**config.mk**
```make
export PLATFORM = sky130hd
export DESIGN_NAME = coherence_memory_control
export DESIGN_NICKNAME = d
export VERILOG_FILES = /design/src/rtl/coherence_memory_control.sv
export SDC_FILE = /design/constraint.sdc
export NUM_CORES = 1
export LEC_CHECK = 0
export ABC_AREA = 1
export CAP_MARGIN = 10
export CORE_AREA = 4 4 192 194
export CTS_BUF_LIST = sky130_fd_sc_hd__clkbuf_8
export DETAILED_ROUTE_END_ITERATION = 10
export DIE_AREA = 0 0 196 198
export PLACE_DENSITY_LB_ADDON = 0.2
export SETUP_SLACK_MARGIN = 0.02
export SLEW_MARGIN = 0
export SYNTH_ARGS = -nofsm -noshare
export SYNTH_HDL_FRONTEND = slang
export SYNTH_SLANG_ARGS = --single-unit
```
**constraint.sdc**
```tcl
create_clock -name CLK -period 2.06 [get_ports CLK]
set_clock_uncertainty 0.05 [all_clocks]
set_input_delay 0.309 -clock CLK [delete_from_list [all_inputs] [get_ports CLK]]
set_output_delay 0.309 -clock CLK [all_outputs]
set_load 0.005 [all_outputs]
```
**src/rtl/coherence_memory_control.sv**
```systemverilog
// Memory controller below two CPUs' icaches/dcaches: arbitrates RAM access and runs the
// snoop-based MSI transaction (snoop, cache-to-cache supply or RAM fill) for data misses.
module coherence_memory_control #(
  parameter int unsigned CPUS     = 2,
  parameter int unsigned BLKWORDS = 2
) (
  input  logic        CLK,
  input  logic        nRST,
  input  logic        iREN        [CPUS],
  input  logic [31:0] iaddr       [CPUS],
  output logic        iwait       [CPUS],
  output logic [31:0] iload       [CPUS],
  input  logic        dREN        [CPUS],
  input  logic        dWEN        [CPUS],
  input  logic [31:0] daddr       [CPUS],
  input  logic [31:0] dstore      [CPUS],
  output logic        dwait       [CPUS],
  output logic [31:0] dload       [CPUS],
  input  logic        cctrans     [CPUS],
  input  logic        ccwrite     [CPUS],
  output logic        ccwait      [CPUS],
  output logic        ccinv       [CPUS],
  output logic [31:0] ccsnoopaddr [CPUS],
  output logic        ramREN,
  output logic        ramWEN,
  output logic [31:0] ramaddr,
  output logic [31:0] ramstore,
  input  logic [31:0] ramload,
  input  logic [1:0]  ramstate
);

  if (CPUS != 2 || BLKWORDS != 2) begin : g_param_check
    $fatal(1, "coherence_memory_control supports only CPUS=2 and BLKWORDS=2");
  end

  typedef enum logic [3:0] {
    StIdle, StIfetch, StWb, StSnoop, StSupply1, StSupply2, StFill1, StFill2, StErr
  } state_e;

  localparam logic [1:0] RamAccess = 2'd2;
  localparam logic [1:0] RamError  = 2'd3;

  state_e          state_q;
  logic            cpu_q, rr_q, ilast_q, ccw_q, hit_q;
  logic [31:0]     addr_q;
  logic [CPUS-1:0] dreq, ireq;
  logic            dsel, isel, oth, ram_ok, ram_err;
  logic [31:0]     ram_a;

  assign oth     = ~cpu_q;
  assign ram_ok  = (ramstate == RamAccess);
  assign ram_err = (ramstate == RamError);

  always_comb begin
    for (int i = 0; i < CPUS; i++) begin
      dreq[i] = dREN[i] | dWEN[i];
      ireq[i] = iREN[i];
    end
    dsel = dreq[rr_q] ? rr_q : ~rr_q;
    isel = (&ireq) ? ~ilast_q : ireq[1];
  end

  always_ff @(posedge CLK or negedge nRST) begin
    if (!nRST) begin
      state_q <= StIdle;
      cpu_q   <= 1'b0;
      rr_q    <= 1'b0;
      ilast_q <= 1'b1;
      ccw_q   <= 1'b0;
      hit_q   <= 1'b0;
      addr_q  <= '0;
    end else begin
      case (state_q)
        StIdle: begin
          if (|dreq) begin
            cpu_q <= dsel;
            if (dWEN[dsel] && !cctrans[dsel]) begin
              state_q <= StWb;
            end else begin
              state_q <= StSnoop;
              addr_q  <= daddr[dsel] & ~32'h4;
              ccw_q   <= ccwrite[dsel];
            end
          end else if (|ireq) begin
            cpu_q   <= isel;
            ilast_q <= isel;
            state_q <= StIfetch;
          end
        end
        StIfetch: begin
          if (ram_err) state_q <= StErr;
          else if (ram_ok) state_q <= StIdle;
        end
        StWb, StSupply2, StFill2: begin
          if (ram_err) begin
            state_q <= StErr;
          end else if (ram_ok) begin
            state_q <= StIdle;
            rr_q    <= oth;
          end
        end
        StSnoop: begin
          hit_q   <= cctrans[oth];
          state_q <= (cctrans[oth] && ccwrite[oth]) ? StSupply1 : StFill1;
        end
        StSupply1: begin
          if (ram_err) state_q <= StErr;
          else if (ram_ok) state_q <= StSupply2;
        end
        StFill1: begin
          if (ram_err) state_q <= StErr;
          else if (ram_ok) state_q <= StFill2;
        end
        StErr:   state_q <= StErr;
        default: state_q <= StIdle;
      endcase
    end
  end

  always_comb begin
    for (int i = 0; i < CPUS; i++) begin
      iwait[i]       = 1'b1;
      iload[i]       = '0;
      dwait[i]       = 1'b1;
      dload[i]       = '0;
      ccwait[i]      = 1'b0;
      ccinv[i]       = 1'b0;
      ccsnoopaddr[i] = '0;
    end
    ramREN   = 1'b0;
    ramWEN   = 1'b0;
    ramstore = '0;
    ram_a    = '0;
    case (state_q)
      StIfetch: begin
        ramREN        = 1'b1;
        ram_a         = iaddr[cpu_q];
        iwait[cpu_q]  = ~ram_ok;
        iload[cpu_q]  = ramload;
      end
      StWb: begin
        ramWEN       = 1'b1;
        ram_a        = daddr[cpu_q];
        ramstore     = dstore[cpu_q];
        dwait[cpu_q] = ~ram_ok;
      end
      StSnoop: begin
        ccwait[oth]      = 1'b1;
        ccsnoopaddr[oth] = addr_q;
      end
      // Dirty block in the other cache: forward it and write it back in the same beat.
      StSupply1, StSupply2: begin
        ccwait[oth]      = 1'b1;
        ccsnoopaddr[oth] = addr_q;
        ccinv[oth]       = (state_q == StSupply2) && ccw_q;
        ramWEN           = 1'b1;
        ram_a            = (state_q == StSupply2) ? (addr_q | 32'h4) : addr_q;
        ramstore         = dstore[oth];
        dload[cpu_q]     = dstore[oth];
        dwait[cpu_q]     = ~ram_ok;
      end
      StFill1, StFill2: begin
        ccinv[oth]   = (state_q == StFill1) && ccw_q && hit_q;
        ramREN       = 1'b1;
        ram_a        = (state_q == StFill2) ? (addr_q | 32'h4) : addr_q;
        dload[cpu_q] = ramload;
        dwait[cpu_q] = ~ram_ok;
      end
      default: ;
    endcase
    ramaddr = ram_a & 32'hFFFF_FFFC;
  end

endmodule

```
==> impl_metrics.py <==
metrics = {
    "logic_synthesis": {
        "yosys.area_share.simple_pct": 40.2,
        "synth_top_family_by_area": "simple AND/OR/NAND/NOR gates",
        "synth.area.top_cells": "nand2_1 (26%), dfrtp_1 (16%), o31ai_2 (9.3%), o211ai_1 (7.4%), o21ai_0 (7.1%)",
        "synth_adder_area_share_pct": 0,
        "synth_cells": 1099,
        "synthMuxAreaShare_pct": 0,
        "ys_seq_area_share_pct": 16.2,
        "yosys_warnings": 0,
        "synth_top_cell_area_share_pct": 25.6,
        "syn-mean-instance-area_um2": 5.64,
        "synth_area_leader_cell": "nand2_1",
        "synth_cell_types": 31,
        "synth_compound_area_share_pct": 27.1,
        "synth_seq_cells": 40,
        "synth_xor_area_share_pct": 0,
        "syn_area_um2": 6190,
    },
    "global_routing": {
        "grt-ovfl-total": 0,
        "grt_pass1_wl_um": 60300,
        "grt_max_degree": 62,
        "antenna_found_initial": 3,
        "first_global_vias": 9688,
        "track_usage_pct": 19.9,
    },
    "critical_path": {
        "crit_required_ns": 1.70,
        "critPathArrivalTime_ns": 1.96,
        "critPathMaxFanout": 7,
        "crit_buf_inv": 5,
        "crit_path_start": "state_q[3]",
        "crit_family": "buffers and inverters",
        "path_cells": "nor2_4, buf_4, nand3_4, nand2_8, buf_12, nand2_8, clkbuf_16, buf_4, nor2_4, buf_2",
        "cp_slowest_stage_delay_ns": 0.42,
        "worstSetupPathType": "reg2out",
        "r2r-start": "state_q[3]",
        "startpoint_type": "flip-flop",
        "crit_path_top_delay_cell": "dfrtp_1",
        "end_kind": "output pin",
    },
    "floorplanning": {
        "core_area_um2": 35200,
        "die-area_um2": 38800,
        "ioPinCount": 504,
        "die_y_um": 198,
        "die_x_um": 196,
        "start_util_pct": 17.6,
        "rows": 69,
    },
    "sta": {
        "period_minus_slack_ns": 2.31,
        "setup_ws_ns": -0.254,
        "finalHoldViolCount": 0,
        "rsz0062_at_grt": "true",
        "finalMaxSlewViolations": 0,
        "max_freq_mhz": 432,
        "finalSetupTns_ns": -24.69,
        "fin_crit_sh_pct": 112,
        "worst_slew_pin_slew_ns": 0.624,
        "slew_headroom_pct": 58.4,
        "finalSetupViolCount": 211,
    },
    "cells_and_area": {
        "nets": 1978,
        "fin_area_um2": 14800,
        "layout_common_cells": "nand2_1 (323), clkdlybuf4s50_1 (232), buf_2 (174)",
        "final_common_cell": "nand2_1",
        "n_antenna_cell": 0,
        "drive_gt1_share_pct": 42.0,
        "synthToLayoutAreaGrowth_pct": 139,
    },
    "worst_hold_path": {
        "hold_path_class": "reg2reg",
        "hp-start": "ilast_q",
    },
    "power_and_ir_drop": {
        "power_frac_clock_pct": 5.3,
        "internal_power_mw": 7.54,
        "p_sw_share_pct": 48.8,
        "ir_drop_uv": 479,
        "cellPowerDensity_nw_per_um2": 996,
        "total_leakage_power_nw": 7.87,
        "combPwrFrac_pct": 85.0,
        "sequentialPowerShare_pct": 9.7,
        "power.switching_mw": 7.20,
    },
    "run_status": {
        "status": "complete, but fails checks",
        "violations": "setup timing",
    },
    "clock_tree": {
        "worstSkewPairLatency_ns": 0.30,
        "root_buffer": "clkbuf_8",
        "path_clk_slew_ns": 0.09,
        "cts_buffer_depth": 2,
        "numCtsBuffers": 5,
        "cts_sinks": 40,
        "htree_num_levels": 2,
        "cts_tree": "yes",
    },
    "route": {
        "wire_per_inst_um": 20.2,
        "drt_iter0_markers": 353,
        "antenna_left": 0,
        "vias": 10000,
        "via_per_inst": 4.55,
        "drcViolationCount": 0,
        "routed_wl_um": 44500,
        "dr.pass1.iters": 5,
    },
    "placement": {
        "placed_cell_area_um2": 12400,
        "port-buffer-count": 495,
        "gp_congestion": 0.930,
        "post-dp-hpwl_um": 32300,
    },
    "run": {
        "maxCapViolations": 0,
    },
}
-- layout make-up --
class	instances	area (um2)
Fill cell	3643	20400
Inverter	120	503
Timing Repair Buffer	722	7010
Clock inverter	3	63.8
Multi-Input combinational cell	851	5570
Clock buffer	5	68.8
Tap cell	461	577
Sequential cell	40	1010
-- routing by layer --
metal	GRT usage, %	vias up	share of wire (%)
met1	23.0	4645	38
met5	0	-	0.061
met3	4.83	70	7.7
met2	37.4	438	51
li1	-	4855	-
met4	4.29	4	3.2
-- power groups by stage --
stage | registers [mW] | logic, mW | clock network [mW]
floorplan | 1.33 | 4.32 | 0
global placement | 1.40 | 9.40 | 0
detailed placement | 1.41 | 9.41 | 0
CTS | 1.41 | 10.4 | 0.806
global route | 1.48 | 13.5 | 0.833
finish | 1.43 | 12.5 | 0.780
-- kinds of logic (layout without fill, tap and decap cells) --
family,Yosys count,in the layout
simple gates,622,622
other cells,1,4
flops,40,40
compound gates,225,225
buf+inv,211,850
-- sequential cells by signal, indices dropped and copies added, names as in the netlist --
register / count
cpu_q: 1
rr_q: 1
ilast_q: 1
addr_q: 31
state_q: 4
hit_q: 1
ccw_q: 1
-- cell usage after synthesis --
cell	n
a21boi_0	1
a21oi_1	2
buf_1	5
buf_2	41
buf_4	13
buf_6	16
clkbuf_1	16
conb_1	1
dfrtp_1	39
dfstp_2	1
inv_1	113
inv_2	6
inv_4	1
nand2_1	423
nand2_2	3
nand3_1	18
nand3_2	3
nand4_1	1
nor2_1	106
nor2_2	2
nor2_4	3
nor3_1	63
o211ai_1	61
o21ai_0	88
o21ai_1	8
o221ai_1	2
o22ai_1	1
o31ai_1	11
o31ai_2	46
o32ai_1	4
o41ai_1	1
-- per-stage QoR --
| step | cells | setup slack [ns] | total power, mW | utilization [%] | hold WS [ns] |
|---|---|---|---|---|---|
| finish | 2202 | -0.254 | 14.7 | 42.0 | 0.421 |
| CTS | 2133 | -0.293 | 12.6 | 37.4 | 0.425 |
| floorplan | 1102 | 0.481 | 5.65 | - | -0.0366 |
| global route | 2202 | -0.342 | 15.8 | 42.0 | 0.441 |
| global placement | 2077 | -0.227 | 10.8 | 35.1 | 0.302 |
| detailed placement | 2077 | -0.232 | 10.8 | 35.1 | 0.309 |
-- path summary, 6_finish.rpt --
kind,to,slack (ns),cells past startpoint
setup / recovery,ccsnoopaddr[10],-0.25,10
hold / removal,ilast_q,0.42,2
setup reg to reg,addr_q[11],0.15,11
hold reg to reg,ilast_q,0.42,2
max in group asynchronous,ilast_q,0.77,3
min in group asynchronous,addr_q[10],0.50,2
-- worst register-to-register path, delay by kind of cell (launching register included) --
family                 cells  cell delay (ns)
buffers and inverters      5             0.70
and+or+nand+nor            6             0.69
DFF                        1             0.42
-- what timing repair did --
item,in CTS,in global routing
endpoints found under the hold margin,23,0
setup endpoints to repair,262,259
gates cloned,12,12
hold buffers,1,0
setup buffers,36,70
pin swaps,35,61
gates resized for setup,728,654
Power figures use the tool's default switching activity.
